### src/rtl/data_mem_arbiter_if.sv
// data_mem_arbiter_if: requester bus for one data-memory client.
// Fields: req/we/size/addr/wdata from the requester; ack/rdata/err back to it.
// master = requester side, slave = arbiter side.
interface data_mem_arbiter_if #(
   parameter int ADDR_W = 64
);
   logic              req;
   logic              we;
   logic [1:0]        size;
   logic [ADDR_W-1:0] addr;
   logic [63:0]       wdata;
   logic              ack;
   logic [63:0]       rdata;
   logic              err;
   modport master (output req, we, size, addr, wdata, input ack, rdata, err);
   modport slave (input req, we, size, addr, wdata, output ack, rdata, err);
endinterface

### src/rtl/data_mem_arbiter.sv
// data_mem_arbiter: round-robin arbiter sharing one 64-bit data memory between two requesters,
// with bounds checking and read-modify-write for byte/half/word stores.
// Ports: clk, reset (sync, active-low), m0/m1 requester buses (slave modport),
//        mem_addr/mem_wdata/mem_write/mem_read out to the memory, mem_rdata back from it.
module data_mem_arbiter #(
   parameter int MEM_BYTES = 64,
   parameter int ADDR_W    = 64
) (
   input  logic              clk,
   input  logic              reset,
   data_mem_arbiter_if.slave m0,
   data_mem_arbiter_if.slave m1,
   output logic [ADDR_W-1:0] mem_addr,
   output logic [63:0]       mem_wdata,
   output logic              mem_write,
   output logic              mem_read,
   input  logic [63:0]       mem_rdata
);
   typedef enum logic [2:0] {IDLE, READ, RMW_READ, WRITE, RESP} state_t;
   state_t            state, next;
   logic              owner, rr_last, we_q, err_q;
   logic [1:0]        size_q;
   logic [ADDR_W-1:0] addr_q;
   logic [63:0]       wdata_q, data_q, lane_mask;
   logic              any_req, gnt, sel_we, oob;
   logic [1:0]        sel_size;
   logic [ADDR_W-1:0] sel_addr;
   logic [63:0]       sel_wdata;
   logic [ADDR_W:0]   end_addr;
   logic              rd, wr, resp;

   // m0 wins unless only m1 requests, or both request and m0 went last
   always_comb begin
      any_req   = m0.req | m1.req;
      gnt       = (m0.req && (!m1.req || rr_last)) ? 1'b0 : 1'b1;
      sel_we    = gnt ? m1.we    : m0.we;
      sel_size  = gnt ? m1.size  : m0.size;
      sel_addr  = gnt ? m1.addr  : m0.addr;
      sel_wdata = gnt ? m1.wdata : m0.wdata;
      // one extra bit so addresses near the top cannot wrap into range
      end_addr  = {1'b0, sel_addr} + ((ADDR_W+1)'(1) << sel_size);
      oob       = end_addr > (ADDR_W+1)'(MEM_BYTES);
      lane_mask = size_q == 2'd0 ? 64'h0000_0000_0000_00FF :
                  size_q == 2'd1 ? 64'h0000_0000_0000_FFFF :
                  size_q == 2'd2 ? 64'h0000_0000_FFFF_FFFF : '1;
   end

   always_ff @(posedge clk) begin
      if (!reset) state <= IDLE;
      else        state <= next;
   end

   always_comb begin
      next = state;
      case (state)
         IDLE:     if (any_req) next = oob ? RESP : !sel_we ? READ : sel_size == 2'd3 ? WRITE : RMW_READ;
         READ:     next = RESP;
         RMW_READ: next = WRITE;
         WRITE:    next = RESP;
         default:  next = IDLE;
      endcase
   end

   always_ff @(posedge clk) begin
      if (!reset) begin
         owner   <= 1'b0;
         rr_last <= 1'b1;
         we_q    <= 1'b0;
         err_q   <= 1'b0;
         size_q  <= '0;
         addr_q  <= '0;
         wdata_q <= '0;
         data_q  <= '0;
      end else begin
         if (state == IDLE && any_req) begin
            owner   <= gnt;
            rr_last <= gnt;
            we_q    <= sel_we;
            size_q  <= sel_size;
            addr_q  <= sel_addr;
            wdata_q <= sel_wdata;
            err_q   <= oob;
            data_q  <= '0;
         end
         if (state == READ) data_q <= mem_rdata & lane_mask;
         // keep the untouched upper bytes, splice in the store data below them
         if (state == RMW_READ) data_q <= (mem_rdata & ~lane_mask) | (wdata_q & lane_mask);
      end
   end

   // reset gates the strobes immediately so an aborted WRITE never commits
   always_comb begin
      rd        = reset && (state == READ || state == RMW_READ);
      wr        = reset && state == WRITE;
      resp      = reset && state == RESP;
      mem_read  = rd;
      mem_write = wr;
      mem_addr  = (rd || wr) ? addr_q : '0;
      mem_wdata = wr ? (size_q == 2'd3 ? wdata_q : data_q) : '0;
      m0.ack    = resp && !owner;
      m0.err    = resp && !owner && err_q;
      m0.rdata  = (resp && !owner && !we_q) ? data_q : '0;
      m1.ack    = resp && owner;
      m1.err    = resp && owner && err_q;
      m1.rdata  = (resp && owner && !we_q) ? data_q : '0;
   end
endmodule

### src/flat_wrapper.sv
// flat-port wrapper written by rule: the top's interface ports become plain ports
module data_mem_arbiter_flat 
#(
   parameter int MEM_BYTES = 64,
   parameter int ADDR_W    = 64
)
  (clk, reset, mem_addr, mem_wdata, mem_write, mem_read, mem_rdata, m0_req, m0_we, m0_size, m0_addr, m0_wdata, m0_ack, m0_rdata, m0_err, m1_req, m1_we, m1_size, m1_addr, m1_wdata, m1_ack, m1_rdata, m1_err);
  data_mem_arbiter_if #(.ADDR_W(ADDR_W)) m0_i ();
  data_mem_arbiter_if #(.ADDR_W(ADDR_W)) m1_i ();
  input  logic clk;
  input  logic reset;
  output logic [ADDR_W-1:0] mem_addr;
  output logic [63:0] mem_wdata;
  output logic mem_write;
  output logic mem_read;
  input  logic [63:0] mem_rdata;
  input wire logic [$bits(m0_i.req)-1:0] m0_req;
  input wire logic [$bits(m0_i.we)-1:0] m0_we;
  input wire logic [$bits(m0_i.size)-1:0] m0_size;
  input wire logic [$bits(m0_i.addr)-1:0] m0_addr;
  input wire logic [$bits(m0_i.wdata)-1:0] m0_wdata;
  output wire logic [$bits(m0_i.ack)-1:0] m0_ack;
  output wire logic [$bits(m0_i.rdata)-1:0] m0_rdata;
  output wire logic [$bits(m0_i.err)-1:0] m0_err;
  input wire logic [$bits(m1_i.req)-1:0] m1_req;
  input wire logic [$bits(m1_i.we)-1:0] m1_we;
  input wire logic [$bits(m1_i.size)-1:0] m1_size;
  input wire logic [$bits(m1_i.addr)-1:0] m1_addr;
  input wire logic [$bits(m1_i.wdata)-1:0] m1_wdata;
  output wire logic [$bits(m1_i.ack)-1:0] m1_ack;
  output wire logic [$bits(m1_i.rdata)-1:0] m1_rdata;
  output wire logic [$bits(m1_i.err)-1:0] m1_err;
  assign m0_i.req = m0_req;
  assign m0_i.we = m0_we;
  assign m0_i.size = m0_size;
  assign m0_i.addr = m0_addr;
  assign m0_i.wdata = m0_wdata;
  assign m0_ack = m0_i.ack;
  assign m0_rdata = m0_i.rdata;
  assign m0_err = m0_i.err;
  assign m1_i.req = m1_req;
  assign m1_i.we = m1_we;
  assign m1_i.size = m1_size;
  assign m1_i.addr = m1_addr;
  assign m1_i.wdata = m1_wdata;
  assign m1_ack = m1_i.ack;
  assign m1_rdata = m1_i.rdata;
  assign m1_err = m1_i.err;
  data_mem_arbiter #(.MEM_BYTES(MEM_BYTES), .ADDR_W(ADDR_W)) u_core (.clk(clk), .reset(reset), .m0(m0_i), .m1(m1_i), .mem_addr(mem_addr), .mem_wdata(mem_wdata), .mem_write(mem_write), .mem_read(mem_read), .mem_rdata(mem_rdata));
endmodule
### config.mk
export PLATFORM = sky130hd
export DESIGN_NAME = data_mem_arbiter_flat
export DESIGN_NICKNAME = d
export VERILOG_FILES = /design/src/rtl/data_mem_arbiter_if.sv /design/src/rtl/data_mem_arbiter.sv /design/src/flat_wrapper.sv
export SDC_FILE = /design/constraint.sdc
export NUM_CORES = 1
export LEC_CHECK = 0
export CAP_MARGIN = 40
export CORE_AREA = 2 2 230 232
export DETAILED_ROUTE_END_ITERATION = 10
export DIE_AREA = 0 0 232 234
export PLACE_DENSITY_LB_ADDON = 0.05
export RECOVER_POWER = 50
export SYNTH_ARGS = -nofsm -noshare
export SYNTH_HDL_FRONTEND = slang
export SYNTH_SLANG_ARGS = --single-unit
### constraint.sdc
create_clock -name clk -period 7.1 [get_ports clk]
set_input_delay 1.775 -clock clk [delete_from_list [all_inputs] [get_ports clk]]
set_output_delay 1.775 -clock clk [all_outputs]
set_load 0.1 [all_outputs]
Yosys cells after proc, flatten, opt, wreduce, memory -nomap -nowiden
Cells that the tools add are included.
{ "totals": {"reg_bits": 201, "latch_bits": 0, "ram_bits": 0, "romBits": 0, "in_bits": 330, "out_inout_bits": 262, "n_memories": 0} }
{ "op_classes": {"addsub": 1, "multipliers": 0, "n_div": 0, "n_lt_le_gt_ge": 1, "n_eq_ne": 9, "shift": 1, "n_mux": 21, "bitwise": 6, "n_reduce_logical": 21} }
{ "ops": {"columns": ["cell", "n"], "rows": [
  ["64-bit 2-to-1 mux", 13],
  ["64-bit bitwise AND", 3],
  ["64-bit by 65-bit adder with 65-bit output", 1],
  ["65-bit by 7-bit > comparator with 1-bit output, second input constant", 1],
  ["1-bit by 2-bit << shifter with 65-bit output, first input constant", 1],
  ["64-bit NOT", 1],
  ["64-bit OR", 1],
  ["1-bit logical AND", 11],
  ["3-bit 2-to-1 mux", 3],
  ["3-bit case mux with 3 select lines", 1],
  ["2-bit equality test, second input constant", 3],
  ["3-bit by 2-bit equality test with 1-bit output, second input constant", 2],
  ["3-bit by 1-bit equality test with 1-bit output, second input constant", 1],
  ["3-bit equality test, second input constant", 1],
  ["1-bit zero test", 3],
  ["3-bit zero test", 1],
  ["1-bit logical OR", 3],
  ["1-bit 2-to-1 mux", 3],
  ["3-bit nonzero test", 1],
  ["2-bit by 1-bit equality test with 1-bit output, second input constant", 1],
  ["2-bit zero test", 1],
  ["2-bit 2-to-1 mux", 1],
  ["2-bit by 1-bit inequality test with 1-bit output, second input constant", 1],
  ["2-bit OR reduction", 1],
  ["1-bit OR", 1]
]} }

Depth between registers and ports, before layout
Gate-level depths: netlist of the first run.
{ "logic_depth": {"ltp_word": 10, "depth_mapped": 24, "depth_no_buf": 16} }

Worst setup path before layout of the first run
No wires, ideal clock.
{ "synth_timing": {"kind": "input to register", "start": "input port m0_req", "end": "register u_core.err_q", "arrival_ps": 6057, "t_required_ps": 6963, "slack_ps": 906, "stages": 22, "n_path_buf": 7, "cell_sequence": "buf_4 > inv_2 > buf_6 > nor2_4 > buf_4 > buf_4 > clkbuf_1 > clkbuf_1 > clkbuf_1 > o31ai_1 > ha_1 > fa_1 > a21o_1 > a21o_1 > o21ai_0 > xor2_1 > o32a_1 > a2111oi_0 > nand4_1 > nor4_1 > and4_4 > a31oi_1"} }
{ "synth_via": {"elab_chain_len": 5, "elab_cells_between_ends": 8} }
{ "synth_lines": {"columns": ["element", "line", "text"], "rows": [
  ["start: declaration", "flat_wrapper.sv:17", "input wire logic [$bits(m0_i.req)-1:0] m0_req;"],
  ["1-bit logical AND", "data_mem_arbiter.sv:35", "gnt = (m0.req && (!m1.req || rr_last)) ? 1'b0 : 1'b1;"],
  ["2-bit 2-to-1 mux", "data_mem_arbiter.sv:37", "sel_size = gnt ? m1.size : m0.size;"],
  ["1-bit by 2-bit << shifter with 65-bit output", "data_mem_arbiter.sv:41", "end_addr = {1'b0, sel_addr} + ((ADDR_W+1)'(1) << sel_size);"],
  ["64-bit by 65-bit adder with 65-bit output", "data_mem_arbiter.sv:41", null],
  ["65-bit by 7-bit > comparator with 1-bit output", "data_mem_arbiter.sv:42", "oob = end_addr > (ADDR_W+1)'(MEM_BYTES);"],
  ["end signal: assignment", "data_mem_arbiter.sv:82", "err_q <= oob;"],
  ["end: declaration", "data_mem_arbiter.sv:21", "logic owner, rr_last, we_q, err_q;"]
]} }
Parallel ways exist; a longest one is shown, timed or not.
A chain may end at the register's enable or synchronous reset.

Worst setup path after layout of the first run
{ "layout_timing": {"start": "input port reset", "end": "output port m1_rdata[10]"} }
{ "layout_via": {"elab_chain_len": 4} }
{ "layout_lines": {"columns": ["element", "line", "text"], "rows": [
  ["start: declaration", "flat_wrapper.sv:11", "input logic reset;"],
  ["1-bit logical AND", "data_mem_arbiter.sv:95", "resp = reset && state == RESP;"],
  ["1-bit logical AND (2 in a row)", "data_mem_arbiter.sv:105", "m1.rdata = (resp && owner && !we_q) ? data_q : '0;"],
  ["64-bit 2-to-1 mux", "data_mem_arbiter.sv:105", null],
  ["end: declaration", "flat_wrapper.sv:31", "output wire logic [$bits(m1_i.rdata)-1:0] m1_rdata;"]
]} }
Every way passes these cells.

==> results of run 1 <==
==> per-layer routing <==
| metal | track usage | vias to the layer above | wire, µm | share of wire |
|---|---|---|---|---|
| met5 | 0 | - | 27 | 0.00037 |
| li1 | - | 7829 | - | - |
| met1 | 0.3224 | 8082 | 30590 | 0.42 |
| met3 | 0.04426 | 67 | 4892 | 0.068 |
| met2 | 0.4382 | 639 | 35540 | 0.49 |
| met4 | 0.04888 | 4 | 1026 | 0.014 |
==> flip-flops by register name, indices dropped and copies added, names as in the netlist <==
name            flops
u_core.addr_q      64
u_core.data_q      64
u_core.wdata_q     64
u_core.state        3
u_core.size_q       2
u_core.err_q        1
u_core.owner        1
u_core.rr_last      1
u_core.we_q         1
==> area by class of cell <==
class,instances,area [µm²]
multi-input cells,1521,9433
repair buffers,626,6067
inverters,13,48.80
fillers,5413,30670
flip-flops and latches,201,4024
clock buffers,35,745.7
diodes,4,10.01
well taps,688,860.8
clock inverters,11,166.4
==> worst max-delay path, delay by kind of cell <==
kind,cells,cell delay [ns]
buffers and inverters,2,1.13
AND/OR/NAND/NOR,3,1.64
==> worst paths after layout <==
path,from,depth (start not counted),end,slack (ns)
worst max-delay path,reset,5,m1_rdata[10],0.74
worst min register to register,u_core.addr_q[36]$_SDFFE_PN0P_,1,u_core.addr_q[36]$_SDFFE_PN0P_,0.49
worst min-delay path,u_core.addr_q[36]$_SDFFE_PN0P_,1,u_core.addr_q[36]$_SDFFE_PN0P_,0.49
worst max register to register,u_core.rr_last$_SDFFE_PN1P_,17,u_core.err_q$_SDFFE_PN0P_,2.71
==> per-stage QoR <==
stage               power [µW]  cell area [µm²]  hold WS [ns]
global placement          1991            20490        0.4758
CTS                       3438            21470        0.4935
detailed placement        2000            20560        0.4806
floorplan                 1623            14120        0.4642
finish                    3390            21360        0.4892
global route              3543            21350        0.5026
==> cell families (layout without fill, tap and decap cells) <==
kind of cell,after synthesis,after routing,synth area share
and+or+nand+nor,970,970,0.3443
AOI/OAI and AO/OA,448,448,0.2493
DFF,201,201,0.2849
buffers and inverters,168,685,0.04988
muxes,62,62,0.04438
xor gates and xnor gates,36,36,0.02232
adders and majority gates,5,5,0.004961
other,0,4,0
==> synth_stat cells (3+ instances only) <==
master	instances	share of area
buf_4	8	0.0043
a211oi_1	16	0.0085
a21o_1	9	0.0048
or4_1	3	0.0016
o31ai_1	6	0.0032
nand4_1	27	0.012
buf_2	11	0.0039
and2_1	200	0.089
inv_1	12	0.0032
a21oi_1	102	0.036
nand3_1	114	0.040
a31oi_1	11	0.0049
mux2i_1	57	0.040
o2111ai_1	3	0.0019
xor2_1	13	0.0081
nand2_1	418	0.11
a22oi_1	23	0.012
a211o_1	3	0.0019
a21boi_0	17	0.0090
xnor2_1	23	0.014
o211ai_1	6	0.0032
nor3_1	25	0.0089
o22ai_1	6	0.0027
o211a_1	113	0.080
clkbuf_1	110	0.029
nand3b_1	7	0.0037
nor4_1	15	0.0066
ha_1	4	0.0035
and3_1	13	0.0058
and4_1	3	0.0019
mux2_2	5	0.0040
nor2_1	58	0.015
a32oi_1	5	0.0031
or3_1	6	0.0027
nor2b_1	50	0.022
a311oi_1	7	0.0043
a2111oi_0	6	0.0037
o21ai_0	25	0.0089
a22o_1	17	0.011
buf_6	4	0.0032
dfxtp_1	201	0.28
buf_1	22	0.0058
a222oi_1	50	0.035
==> power groups by stage <==
stage | Clock (µW) | Sequential [µW] | Combinational, µW
after floorplan | 0 | 1260 | 361
after global placement | 0 | 1280 | 708
after detailed placement | 0 | 1280 | 719
after CTS | 1460 | 1260 | 722
after global routing | 1500 | 1270 | 778
final | 1410 | 1260 | 719
==> reports/metrics.csv, run 1 <==
metric,value,unit
core area,0.05202,mm²
clock-pin slew on the worst setup and hold paths,0.06,ns
post-synthesis sequential area ratio,0.2849,
final WL,72070,µm
Worst Hold Class,register to register,
placed cell count,3049,
CTS resizes,0,
CTS sink cnt,201,
port bufs,591,
Final HPWL DP,55220,µm
Root Buffer,clkbuf_16,
min Tclk post-route,6.355,ns
ys flop type,dfxtp_1,
leakage power,0.009099,µW
worst-skew pair later-pin latency,0.56,ns
H-Tree Depth,1,
total nets after synthesis,2225,
final core utilization,0.4105,
worst setup margin,0.7447,ns
vias,16620,
routability congestion estimate,0.9180,
CTS tree,built,
Final Hold Fails,0,
Cells after Synth,1890,
Flop pwr share,0.371,
RSZ-0062 raised after global routing,no,
area grow syn2layout,51.20,%
Setup TNS,0,ns
Comb pwr share,0.212,
Worst Max-Slew Pin Slew,2.105,ns
"Distinct cells, synth",84,
# DRC,0,
clock power share,0.417,
number of global-route vias before repair,15660,
Final Setup Violations,0,
DR WL/cell,23.26,µm
postcts setup bufs,0,
GRT Util Overall,0.2504,
clock buffer depth,3,
WS Path Type,primary input to output pin,
outcome,"finished, violations left",
type of origin of the critical path,primary input,
final clock skew,0.03898,ns
Crit path largest cell delay,1.20,ns
Top Ports,592,
Die Span Y,234,µm
largest net degree at the start of global routing,132,
Synth warnings,0,
global-route wire length before repair,104300,µm
Fmax,157.3,MHz
crit path DAT,4.58,ns
Seq cells post-synth,201,
Slew headroom,-0.4034,
CP Max Fanout,38,
Post-synth EDFFs,0,
failing checks,"capacitance limit, slew limit",
slowest CP cell,nor2_1,
Pwr per Cell Area,158.7,mW/mm²
# hold bufs at CTS,0,
most frequent cells in the layout,"416 x nand2_1, 327 x clkdlybuf4s50_1, 219 x buf_4",
crit-path cells,"buf_6, nand4_1, nor2_1, and2_1, clkbuf_1",
share of cells above drive strength 1,0.1462,
CTS Buf Count,27,
required time worst endpoint,5.33,ns
Die ar.,0.05429,mm²
fin. max-slew vios,150,
Place WS,0.8480,ns
fin crit share,0.8951,
Avg Inst Size Synth,7.473,µm²
initial antenna violation count,5,
Rows,84,
Cell Int Power,2414,µW
Final nets,2725,
async set-reset flop share out of synthesis,0,
"commonest non-fill, non-tap cell in the layout",nand2_1,
initial drt markers,1660,
ANT nets after route,0,
die width,232,µm
total congestion overflow,0,
CP Capture Type,output pin,
DR vias/cell,5.363,
Final Non-Filler Cells,3099,
Psw,976.2,µW
switching fraction of total power,0.2880,
initial core utilization,0.2715,
peak supply drop,0.1560,mV
Pre-Repair DR Iteration Count,6,
Max Cap Violations,3,
cell area after synthesis,0.01412,mm²
No activity file was read; power rests on OpenSTA's default activity.
==> run 2: changes to the inputs <==
GPL_TIMING_DRIVEN = 0   (was default)
==> reports/metrics.csv, run 2 (synthesis gave the netlist of run 1 again) <==
metric,value,unit,change
leakage power,0.01090,µW,was 0.009099 µW
worst r2r src,u_core.rr_last$_SDFFE_PN1P_,,unchanged
Hold Path End,u_core.addr_q[45]$_SDFFE_PN0P_,,was u_core.addr_q[36]$_SDFFE_PN0P_
r2r worst-path depth,21,,was 17
Worst Max-Slew Pin Slew,1.241,ns,was 2.105 ns
WS Path Type,primary input to register,,was primary input to output pin
worst setup margin,0.1756,ns,was 0.7447 ns
Max Cap Violations,0,,was 3
clock-pin slew on the worst setup and hold paths,0.06,ns,about the same
outcome,"finished, final reports clean",,"was finished, violations left"
clock buffer depth,3,,unchanged
die width,232,µm,unchanged
Die ar.,0.05429,mm²,unchanged
Place WS,-1.719,ns,was 0.8480 ns
# DRC,0,,unchanged
global-route wire length before repair,119900,µm,was 104300 µm
capture point of the worst reg-to-reg path,u_core.err_q$_SDFFE_PN0P_,,unchanged
worst-skew pair later-pin latency,0.58,ns,was 0.56 ns
final clock skew,0.01332,ns,was 0.03898 ns
Final Setup Violations,0,,unchanged
DR vias/cell,5.309,,was 5.363
DR WL/cell,23.92,µm,was 23.26 µm
Flop pwr share,0.359,,was 0.371
Rows,84,,unchanged
crit path DAT,7.35,ns,was 4.58 ns
Final nets,3116,,was 2725
final WL,83580,µm,was 72070 µm
required time worst endpoint,7.52,ns,was 5.33 ns
Psw,1071,µW,was 976.2 µW
total congestion overflow,0,,unchanged
fin. max-slew vios,0,,was 150
Pre-Repair DR Iteration Count,8,,was 6
clock power share,0.417,,about the same
number of global-route vias before repair,18370,,was 15660
Layout fillers,4766,,was 5413
share of cells above drive strength 1,0.1282,,was 0.1462
CTS tree,built,,unchanged
"Power, Total",3507,µW,was 3390 µW
Pwr per Cell Area,130.8,mW/mm²,was 158.7 mW/mm²
vias,18550,,was 16620
Cell Int Power,2436,µW,was 2414 µW
CTS sink cnt,201,,unchanged
port bufs,589,,was 591
CTS Buf Count,27,,unchanged
placed cell count,3441,,was 3049
max layer used,met5,,unchanged
Root Buffer,clkbuf_16,,unchanged
core area,0.05202,mm²,unchanged
Final HPWL DP,68300,µm,was 55220 µm
Final Hold Fails,0,,unchanged
CP Capture Type,register,,was output pin
peak supply drop,0.1648,mV,was 0.1560 mV
initial core utilization,0.2715,,unchanged
met2 wire length,40740,µm,was 35540 µm
"setup slack, reg-to-reg",1.39,ns,was 2.71 ns
"commonest non-fill, non-tap cell in the layout",clkdlybuf4s50_1,,was nand2_1
H-Tree Depth,1,,unchanged
biggest regs,"u_core.addr_q: 64 flops, u_core.data_q: 64 flops, u_core.wdata_q: 64 flops",,unchanged
most frequent cells in the layout,"573 x clkdlybuf4s50_1, 417 x nand2_1, 201 x dfxtp_1",,"was 416 x nand2_1, 327 x clkdlybuf4s50_1, 219 x buf_4"
WHS Path Cells,1,,unchanged
switching fraction of total power,0.3054,,was 0.2880
final core utilization,0.5153,,was 0.4105
type of origin of the critical path,primary input,,unchanged
Worst Hold Class,register to register,,unchanged
postcts setup bufs,0,,unchanged
GRT Util Overall,0.2939,,was 0.2504
Slew headroom,0.1666,,was -0.4034
HP Start,u_core.addr_q[45]$_SDFFE_PN0P_,,was u_core.addr_q[36]$_SDFFE_PN0P_
"Design Area, Final",0.02681,mm²,was 0.02136 mm²
fin crit share,0.9753,,was 0.8951
Top Ports,592,,unchanged
RSZ-0062 raised after global routing,no,,unchanged
CP Max Fanout,19,,was 38
initial antenna violation count,5,,unchanged
Final Non-Filler Cells,3494,,was 3099
ANT nets after route,0,,unchanged
Die Span Y,234,µm,unchanged
initial drt markers,1910,,was 1660
area grow syn2layout,89.82,%,was 51.20%
Comb pwr share,0.224,,was 0.212
min Tclk post-route,6.924,ns,was 6.355 ns
met1 wire length,34760,µm,was 30590 µm
Fmax,144.4,MHz,was 157.3 MHz
routability congestion estimate,0.9661,,was 0.9180
largest net degree at the start of global routing,20,,was 132
DP Area,0.02598,mm²,was 0.02056 mm²
met3 wire len,5640,µm,was 4892 µm
[run 2: how the worst max path moves through the flow]
stage	slack, ns	endpoint	depth (start not counted)	from
after global placement	-2.18	u_core.err_q$_SDFFE_PN0P_	23	m1_req
after CTS	0.23	u_core.err_q$_SDFFE_PN0P_	22	m1_req
final	0.18	u_core.err_q$_SDFFE_PN0P_	22	m1_req
after detailed placement	-1.72	u_core.err_q$_SDFFE_PN0P_	23	m1_req
after global routing	0.01	u_core.err_q$_SDFFE_PN0P_	22	m1_req
after floorplan	0.91	u_core.err_q$_SDFFE_PN0P_	22	m0_req
[run 2: final cells by class]
cell class	instances	area [µm²]	share of cell area
buffer	154	663.1	0.02474
sequential	201	4024	0.1501
clock buffer	36	789.5	0.02945
timing repair buffer	863	10820	0.4036
clock inverter	12	162.7	0.006067
antenna	6	15.01	0.0005600
multi-input combinational	1521	9424	0.3515
tap	688	860.8	0.03211
inverter	13	48.80	0.001820
[run 2: metal layers]
| layer | up-vias | global-route usage |
|---|---|---|
| met1 | 8930 | 0.3732 |
| met2 | 878 | 0.5106 |
| met5 | - | 0 |
| met3 | 131 | 0.04815 |
| met4 | 4 | 0.08574 |
| li1 | 8607 | - |
[run 2: power by group through the flow]
stage | combinational [µW] | sequential [µW] | clock [µW]
2_1_floorplan | 361 | 1260 | 0
3_3_place_gp | 768 | 1280 | 0
3_5_place_dp | 782 | 1280 | 0
4_1_cts | 785 | 1260 | 1480
5_1_grt | 839 | 1260 | 1520
6_report | 787 | 1260 | 1460
[run 2: timing repair]
item	4_1_cts	5_1_grt
resized for setup	15	0
setup endpoints to repair	4	0
hold buffers	0	0
[run 2: worst max-delay path: stages]
cell,delay (ns)
dlygate4sd2_1,0.40
nand2b_4,0.14
buf_4,0.23
nand2_2,0.26
buf_4,0.32
buf_4,0.39
clkbuf_1,0.28
buf_4,0.29
or3_1,0.15
o31ai_1,0.07
ha_1,0.21
fa_1,0.40
a21o_1,0.19
a21o_1,0.25
o21ai_0,0.14
xor2_1,0.10
o32a_1,0.32
a2111oi_1,0.47
nand4_1,0.23
nor4_1,0.27
and4_4,0.33
a31oi_1,0.09
[run 2: through the flow]
step	setup TNS, ns	hold WS (ns)
CTS	0	0.4921
global route	0	0.4986
floorplan	0	0.4642
global placement	-30.34	0.4735
finish	0	0.4881
detailed placement	-6.692	0.4797
